==> src/rtl/spi_cfg_master.sv <==
// spi_cfg_master: SPI mode-0 master serializing 12-bit {addr,data} register writes
// Ports: clk, reset (sync, active-high); req_valid/req_ready/req_addr/req_data request handshake;
//    busy (frame or gap), done (one-cycle frame-end pulse), rx_data (miso bits of last frame);
//    sclk/cs_n/mosi/miso SPI pins, all outputs registered.
module spi_cfg_master #(
   parameter int CLK_DIV = 4,
   parameter int CS_GAP  = 2
) (
   input  logic        clk,
   input  logic        reset,
   input  logic        req_valid,
   output logic        req_ready,
   input  logic [3:0]  req_addr,
   input  logic [7:0]  req_data,
   output logic        busy,
   output logic        done,
   output logic [11:0] rx_data,
   output logic        sclk,
   output logic        cs_n,
   output logic        mosi,
   input  logic        miso
);
   typedef enum logic [2:0] {IDLE, SETUP, HIGH, LOW, HOLD, GAP} state_t;
   localparam logic [7:0] DIV_LD = 8'(CLK_DIV - 1);
   localparam logic [7:0] GAP_LD = 8'(CS_GAP - 1);
   state_t      r_state;
   logic [7:0]  r_div;
   logic [3:0]  r_bit;
   logic [11:0] r_shift;
   logic [11:0] r_rx;
   logic        r_ready, r_busy, r_done, r_sclk, r_cs_n, r_mosi;
   logic        w_tick;
   assign w_tick    = r_div == 8'd0;
   assign req_ready = r_ready;
   assign busy      = r_busy;
   assign done      = r_done;
   assign rx_data   = r_rx;
   assign sclk      = r_sclk;
   assign cs_n      = r_cs_n;
   assign mosi      = r_mosi;
   always_ff @(posedge clk) begin
      if (reset) begin
         r_state <= IDLE;
         r_div   <= 8'd0;
         r_bit   <= 4'd0;
         r_shift <= 12'd0;
         r_rx    <= 12'd0;
         r_ready <= 1'b1;
         r_busy  <= 1'b0;
         r_done  <= 1'b0;
         r_sclk  <= 1'b0;
         r_cs_n  <= 1'b1;
         r_mosi  <= 1'b0;
      end else begin
         r_done <= 1'b0;
         r_div  <= r_div - 8'd1;
         case (r_state)
            IDLE: if (req_valid) begin
               r_state <= SETUP;
               r_ready <= 1'b0;
               r_busy  <= 1'b1;
               r_cs_n  <= 1'b0;
               r_mosi  <= req_addr[3];
               r_shift <= {req_addr, req_data};
               r_bit   <= 4'd11;
               r_div   <= DIV_LD;
            end
            // miso is captured on the same clock that raises sclk
            SETUP, LOW: if (w_tick) begin
               r_state <= HIGH;
               r_sclk  <= 1'b1;
               r_rx    <= {r_rx[10:0], miso};
               r_div   <= DIV_LD;
            end
            // next mosi bit is launched together with the falling sclk
            HIGH: if (w_tick) begin
               r_sclk <= 1'b0;
               r_div  <= DIV_LD;
               if (r_bit == 4'd0) r_state <= HOLD;
               else begin
                  r_state <= LOW;
                  r_bit   <= r_bit - 4'd1;
                  r_shift <= {r_shift[10:0], 1'b0};
                  r_mosi  <= r_shift[10];
               end
            end
            HOLD: if (w_tick) begin
               r_state <= GAP;
               r_cs_n  <= 1'b1;
               r_mosi  <= 1'b0;
               r_done  <= 1'b1;
               r_div   <= GAP_LD;
            end
            GAP: if (w_tick) begin
               r_state <= IDLE;
               r_busy  <= 1'b0;
               r_ready <= 1'b1;
            end
            default: r_state <= IDLE;
         endcase
      end
   end
endmodule

==> config.mk <==
export PLATFORM = sky130hd
export DESIGN_NAME = spi_cfg_master
export DESIGN_NICKNAME = d
export VERILOG_FILES = /design/src/rtl/spi_cfg_master.sv
export SDC_FILE = /design/constraint.sdc
export NUM_CORES = 1
export LEC_CHECK = 0
export ABC_AREA = 1
export BUFFER_PORTS_ARGS = -buffer_cell sky130_fd_sc_hd__buf_2
export CORE_UTILIZATION = 50
export DETAILED_ROUTE_END_ITERATION = 8
export PLACE_DENSITY = 0.79
export SLEW_MARGIN = 10
export SYNTH_ARGS = -nofsm -noshare
export SYNTH_HDL_FRONTEND = slang
export SYNTH_SLANG_ARGS = --single-unit
==> constraint.sdc <==
create_clock -name clk -period 1.25 [get_ports clk]
set_input_delay 0.1875 -clock clk [delete_from_list [all_inputs] [get_ports clk]]
set_output_delay 0.1875 -clock clk [all_outputs]
set_load 0.01 [all_outputs]
==> results of run 1 <==
-- layer usage --
metal | GRT usage (%) | vias up | part of all wire [%]
met1 | 33.88 | 1141 | 39
met4 | 11.97 | 0 | 3.7
li1 | - | 1081 | -
met2 | 50.37 | 133 | 51
met5 | 0 | - | 0
met3 | 6.926 | 34 | 5.9
-- flip-flops by register name, indices dropped and copies added (netlist names) --
name	count
mosi	1
done	1
rx_data	12
r_state	3
r_div	8
cs_n	1
req_ready	1
sclk	1
r_bit	4
r_shift	11
busy	1
-- logic make-up after synthesis --
kind of cell / count (synthesis) / share of synthesized area (%)
simple gates: 158 / 34.16
flops: 44 / 40.76
compound gates: 43 / 12.51
buf+inv: 32 / 7.412
xor+xnor: 7 / 2.837
fa+ha+maj: 4 / 2.316
-- critical path, cell delays in order, from the launching register on --
cell and delay (ps):
dfxtp_2 350, inv_4 70, ha_4 170, nand2_8 80
o21ai_4 230, nand3_4 200, nand2_2 100, nand2_1 50
nor2_1 130
-- area by class of cell --
| class | instances | area [µm²] |
|---|---|---|
| Multi-Input combinational cell | 214 | 1481 |
| Clock buffer | 5 | 68.82 |
| Timing Repair Buffer | 81 | 566.8 |
| Inverter | 21 | 106.4 |
| Tap cell | 50 | 62.56 |
| Fill cell | 219 | 813.3 |
| Sequential cell | 44 | 897.1 |
| Clock inverter | 3 | 90.09 |
-- placed cells by master, fill, tap and decap left out, drive strengths merged --
cell type and count:
dfxtp 44, nand2 78, nand4 4, xnor2 3
o21bai 1, nor2 49, a21oi 24, nand3 27
bufinv 3, clkbuf 5, inv 21, ha 4
buf 81, o21ai 19, xor2 4, nor3 1
-- repair_timing --
action / 4_1_cts / 5_1_grt
endpoints found under the hold margin: 0 / 0
pin swaps: 20 / 29
gates cloned: 3 / 0
endpoints found under the setup margin: 40 / 44
buffers inserted: 7 / 3
resized for setup: 58 / 54
-- metrics by stage --
stage                     setup TNS (ps)  std cells
after floorplan                   -398.6        288
after global placement             -1941        397
after detailed placement           -3832        397
after CTS                          -2048        415
after global routing               -7295        418
final                              -5380        418
-- final timing paths --
kind	from	cells after the start	endpoint	slack [ps]
worst max register to register	r_div[1]	8	r_bit[1]	-200
worst min-delay path	miso	3	rx_data[0]	140
worst max-delay path	r_div[1]	8	r_bit[1]	-200
worst min register to register	busy	2	busy	460
-- power groups by stage --
stage / Sequential (µW) / Clock (µW) / Combinational (µW)
floorplan: 2280 / 0 / 2730
global route: 2370 / 1580 / 6250
finish: 2330 / 1530 / 5900
detailed placement: 2200 / 0 / 3960
CTS: 2240 / 1520 / 4780
global placement: 2190 / 0 / 3830
==> results.md, run 1 <==
Status:
- The flow ran to the end, but the final reports show violations.
- The checks that failed: negative setup slack.

STA:
- Headroom to the max-slew limit came out at 73.45%.
- Setup violations remaining at the end of the flow were counted as 44.
- The smallest setup slack after layout is -195.4 ps.
- Setup repair after global routing could not meet its margin everywhere.
- The shortest clock period the worst path allows after layout is 1445 ps.
- The clock arrives with 8.583 ps of skew.
- At the pin with the least slew margin, the transition time is 397.8 ps.
- The number of max-slew violations in the final report is 0.
- Hold is met by 137.1 ps.
- Static timing analysis puts the maximum clock frequency at 0.6919 GHz.
- The final worst-path cycle share is 115.6%.
- The total count of hold-check failures in the final report is 0.

Die:
- The initial utilization of the core area, before any placement, comes to 52.88%.
- The floorplan has 23 rows.
- The chip width is 67.74 µm.
- The die covers 4589 µm².
- 34 I/O pins were placed.
- The area of the core region is 4086 µm².
- The floorplan step set the die height to 67.74 µm.

Global route:
- In the global route stage, overall resource usage came out at 29.07%.
- The number of global-route vias before repair came to 2126.
- Global routing finished with a remaining overflow of 0.
- The number of antenna violations at the first check in global routing was 0.
- The first-pass GRT wire length is 9722 µm.
- The pin count of the biggest net entering global routing is 20.

Yosys:
- The fraction of registers with async set or reset after synthesis is 0%.
- The number of enable flip-flop cells after synthesis is 0.
- The top cell type's share of synthesized area is 40.76%.
- The cell area that synthesis handed to floorplanning was 2161 µm².
- The most common cell in the synthesized netlist is nand2_1.
- For this run, the number of Yosys warnings is 0.
- In the synthesized netlist, the cells that appear most often are nand2_1, dfxtp_1, nor2_1.
- The dominant synthesized flop cell is dfxtp_1.
- The number of nets produced by synthesis is 308.
- The biggest area contributor in the post-synthesis netlist is dfxtp_1.
- The synthesized design contains 44 register bits.
- The distinct cell type count of the synthesized netlist is 30.
- The post-synthesis area per instance is 7.503 µm².
- After synthesis, the cell types taking the most area are dfxtp_1, nand2_1, nor2_1, nand3_1, o21ai_0.
- The sequential share of the synthesized area is 40.76%.
- Synthesis produced a netlist whose cell count is 288.

Placement:
- The minimum setup slack after placement is -155.8 ps.
- The post-place instance area is 2646 µm².
- The HPWL reported at the end of detailed placement is 3517 µm.
- In this run the tool buffered the top-level ports with 33 buffer cells.
- The routability-driven placement congestion ratio is 0.8426.

Worst setup path:
- The endpoint type of the worst setup path is a flop.
- The worst endpoint required time is 1490 ps.
- Of all nets on the critical path, the largest fanout is 8.
- Data on the critical path arrives at its endpoint at 1690 ps.
- By startpoint and endpoint, the worst setup path is classified as flop to flop.
- STA classifies the critical path startpoint as a flop.

Power:
- The worst supply voltage drop on vdd is 0.001618 V.
- The internal power of the cells is 5422 µW.
- In this run, flip-flops and latches consume 23.9% of the power.
- The share of total power dissipated in combinational logic is 60.4%.
- The post-layout total power is 9767 µW.
- The share of total power consumed by net switching is 44.49%.
- The leakage power figure is 0.001457 µW.
- The clock network power share is 15.7%.
- Summed over all nets, the switching power comes to 4345 µW.
- In this run the power density over the cells is 2984 nW/µm².

Route:
- In the routed design, unresolved DRC markers number 0.
- The routed layout has 2389 vias.
- The first detailed-routing pass ran for 8 iterations.
- Dividing the detail-routed wire length by the instance count gives 17.51 µm.
- Wires add up to 7318 µm.
- The average vias per placed instance is 5.715.
- The first routing iteration left 195 violations.
- The remaining antenna violation count is 0.

Finish:
- The area growth from synthesis to final layout is 51.48%.
- Measured on the finished design, the core utilization comes to 80.10%.
- The design area is 3273 µm².
- For this run, the post-layout net count is 387.
- The antenna diode instance count is 0.
- Of the cells placed in the final design, the portion with a size suffix greater than 1 is 54.35%.

CTS:
- The deepest clock path buffer count is 2.
- For this design, the CTS-stage hold fixing added 0 buffers.
- The clock latency at the later pin of the worst-skew pair is 310 ps.
- The clock tree from TritonCTS is built.
- Clock tree synthesis selected as its root buffer the cell clkbuf_8.
- The H-tree depth is 2.
- The clock transition at the register clock pins on the worst setup and hold paths after CTS is 90 ps.
- In this run, CTS created clock tree buffers numbering 5.
- For this design, the sink count on the clock tree is 44.

Run:
- The total of max-cap violations is 0.

Hold path:
- The type of the worst min-delay path is input pin to flop.
No activity file was read; power rests on OpenSTA's default activity.
==> inputs of run 2 (changes only) <==
--- a/config.mk
+++ b/config.mk
@@ -9,7 +9,9 @@
 export BUFFER_PORTS_ARGS = -buffer_cell sky130_fd_sc_hd__buf_2
 export CORE_UTILIZATION = 50
 export DETAILED_ROUTE_END_ITERATION = 8
+export HOLD_SLACK_MARGIN = 0.12
 export PLACE_DENSITY = 0.79
+export SETUP_SLACK_MARGIN = 0.4
 export SLEW_MARGIN = 10
 export SYNTH_ARGS = -nofsm -noshare
 export SYNTH_HDL_FRONTEND = slang
==> results.md, run 2 (synthesis results as in run 1) <==
Finish:
- The antenna diode instance count is 0 (unchanged).
- Relative to the synthesized area, the layout overhead comes to 52.63%.
- The share of layout cells above drive strength 1 is 56.06% (+1.7 points).
- The post-layout net count is 390 (+0.78%).
- Leaving out fill and tap cells, the most frequent cell in the layout is nand2_1.
- The flip-flop count of the largest register, all copies and words added is 12 (unchanged).
- Leaving out fill and tap cells, the most frequent cells in the layout are nand2_1, buf_4, nor2_1.
- The design area is 3298 µm² (+0.76%).
- The utilization after layout is 80.71% (+0.61 points).

Die:
- The number of rows in the core area is 23 (unchanged).
- The die boundary height was 67.74 µm (unchanged).
- The chip width is 67.74 µm (unchanged).
- The number of top-level design ports is 34 (unchanged).
- The initial cell density of the core was 52.88% (unchanged).
- The total die area is 4589 µm² (unchanged).
- The area of the core region is 4086 µm² (unchanged).

Route:
- The post-route DRC violation count came to 0 (unchanged).
- The average vias per placed instance is 5.273 (-7.7%).
- The via count was 2220 (-7.1%).
- The routed length per placed instance is 14.09 µm (-20%).
- The remaining antenna violation count is 0 (unchanged).
- The total detailed-routing wirelength is 5930 µm (-19%).
- The number of iterations in the first detailed-routing pass is 4 (-4).
- The DRC violation total after the first TritonRoute iteration was 127 (-35%).

Power:
- The power per standard cell area came to 2723 nW/µm² (-8.7%).
- The net switching power is 3881 µW (-11%).
- The leakage power figure is 0.001478 µW (+1.5%).
- The sequential share of power was 25.9% (+2.0 points).
- The clock network power share is 11.7% (-4.0 points).
- The worst supply voltage drop on vdd is 0.001584 V (-2.1%).
- The share of total power consumed by net switching came to 43.20% (-1.3 points).
- The internal power of the cells was 5102 µW (-5.9%).
- The combinational share of power is 62.4% (+2.0 points).

Status:
- The checks that failed: negative setup slack.
- The run finished, with violations left.

Global route:
- The number of antenna violations at the first check in global routing is 0 (unchanged).
- The remaining global-route overflow is 0 (unchanged).
- The overall global routing resource usage is 27.85% (-1.2 points).
- The number of global-route vias before repair is 2144 (+0.85%).
- The pin count of the biggest net entering global routing was 20 (unchanged).
- The first-pass GRT wire length is 9425 µm (-3.1%).

Worst setup path:
- The maximum fanout count along the critical path came to 6 (-2).
- The worst endpoint required time is 1470 ps (-20 ps).
- STA classifies the critical path endpoint as a flop.
- The type of element launching the critical path is a flop.
- The setup path with the least slack is of type flop to flop.
- The critical path arrival is 1590 ps (-100 ps).

STA:
- The clock tree skew after final layout came to 7.754 ps (-0.8294 ps).
- The setup-violating endpoint count in the final report is 40 (-9.1%).
- The shortest clock period the worst path allows after layout was 1372 ps (-73.63 ps).
- The headroom to the max-slew limit is 80.27% (+6.8 points).
- The pin slew with the least headroom to its limit is 296.0 ps (-101.7 ps).
- The maximum achievable frequency was 0.7290 GHz (+5.4%).
- The total count of hold-check failures in the final report came to 0 (unchanged).
- The smallest setup slack after layout is -121.8 ps (+73.63 ps).
- Setup repair after global routing could not meet its margin everywhere.
- The number of max-slew violations in the final report came to 0 (unchanged).
- The final worst-path cycle share is 109.7% (-5.9 points).

CTS:
- The clock latency at the later pin of the worst-skew pair is 290 ps (-20 ps).
- The library cell used as clock root buffer is clkbuf_8.
- The clock transition at the register clock pins on the worst setup and hold paths after CTS is 80 ps (about the same).
- The deepest clock path buffer count was 2 (unchanged).
- The sink count of the clock tree was 44 (unchanged).
- The CTS buffer count was 5 (unchanged).
- The clock tree from TritonCTS is built.
- The H-tree depth is 2 (unchanged).

Run:
- The total of max-cap violations is 0 (unchanged).

Placement:
- The HPWL reported at the end of detailed placement is 3445 µm (-2.1%).
- The count of buffers from port buffering is 33 (unchanged).
- The routability-driven placement congestion ratio is 0.8245 (-2.1%).
- The post-place instance area is 2654 µm² (+0.28%).

Hold path:
- The tightest min-delay check is of the input pin to flop type.
-- run 2: cell count changes in the layout (fill, tap and decap cells not counted), sizes merged --
cell,change
buf,+2
bufinv,-2
clkbuf,+1
clkinv,+1
dlygate4sd3,+1
-- run 2: final cells by class --
type | count | area, µm²
Sequential cell | 44 | 915.9
Multi-Input combinational cell | 214 | 1420
Inverter | 21 | 103.9
Timing Repair Buffer | 84 | 688.2
Clock buffer | 6 | 72.57
Fill cell | 250 | 788.3
Clock inverter | 2 | 35.03
Tap cell | 50 | 62.56
-- run 2: what timing repair did --
item / in CTS / in global routing
gates cloned: 4 / 0
setup endpoints to repair: 62 / 62
gates resized for setup: 80 / 34
hold buffers: 1 / 0
hold endpoints to repair: 1 / 0
buffers inserted: 9 / 4
pin swaps: 18 / 11
-- run 2: final timing paths --
| check | startpoint | to | slack (ps) | cells after the start |
|---|---|---|---|---|
| hold / removal | req_data[0] | r_shift[0] | 220 | 3 |
| hold reg to reg | r_shift[5] | r_shift[5] | 460 | 2 |
| setup / recovery | r_div[1] | r_shift[2] | -120 | 8 |
| setup reg to reg | r_div[1] | r_shift[2] | -120 | 8 |
-- run 2: stage by stage --
stage	std cells	setup slack, ps	setup TNS [ps]	hold slack, ps	total power, µW
4_1_cts	417	-77.90	-1717	214.6	8370
3_5_place_dp	395	-139.2	-2553	450.1	6210
2_1_floorplan	288	-23.30	-396.4	351.2	5100
6_report	421	-121.8	-2242	225.0	8982
5_1_grt	421	-205.2	-5186	209.6	9579
3_3_place_gp	395	-95.01	-2011	439.0	6115
-- run 2: per-layer routing --
metal | GRT usage, % | vias to the layer above | wire (µm) | share of wire [%]
li1 | - | 1091 | - | -
met1 | 30.82 | 1038 | 2407 | 41
met5 | 0 | - | 0 | 0
met2 | 50.37 | 77 | 3065 | 52
met3 | 6.757 | 14 | 327 | 5.5
met4 | 10.90 | 0 | 130 | 2.2
-- run 2: power by group through the flow --
stage          clock [µW]  combinational (µW)  sequential (µW)
3_5_place_dp            0                3990             2220
4_1_cts              1080                5010             2280
6_report             1050                5600             2330
5_1_grt              1130                6060             2390
2_1_floorplan           0                2800             2300
3_3_place_gp            0                3900             2210
-- run 2: critical path, cell delays in order, from the launching register on --
cell     delay [ps]
dfxtp_2         330
inv_2            70
ha_4            140
nand2_4          70
inv_2            80
nand2_4          70
a21oi_4         240
nand3_1         130
a21oi_1         180
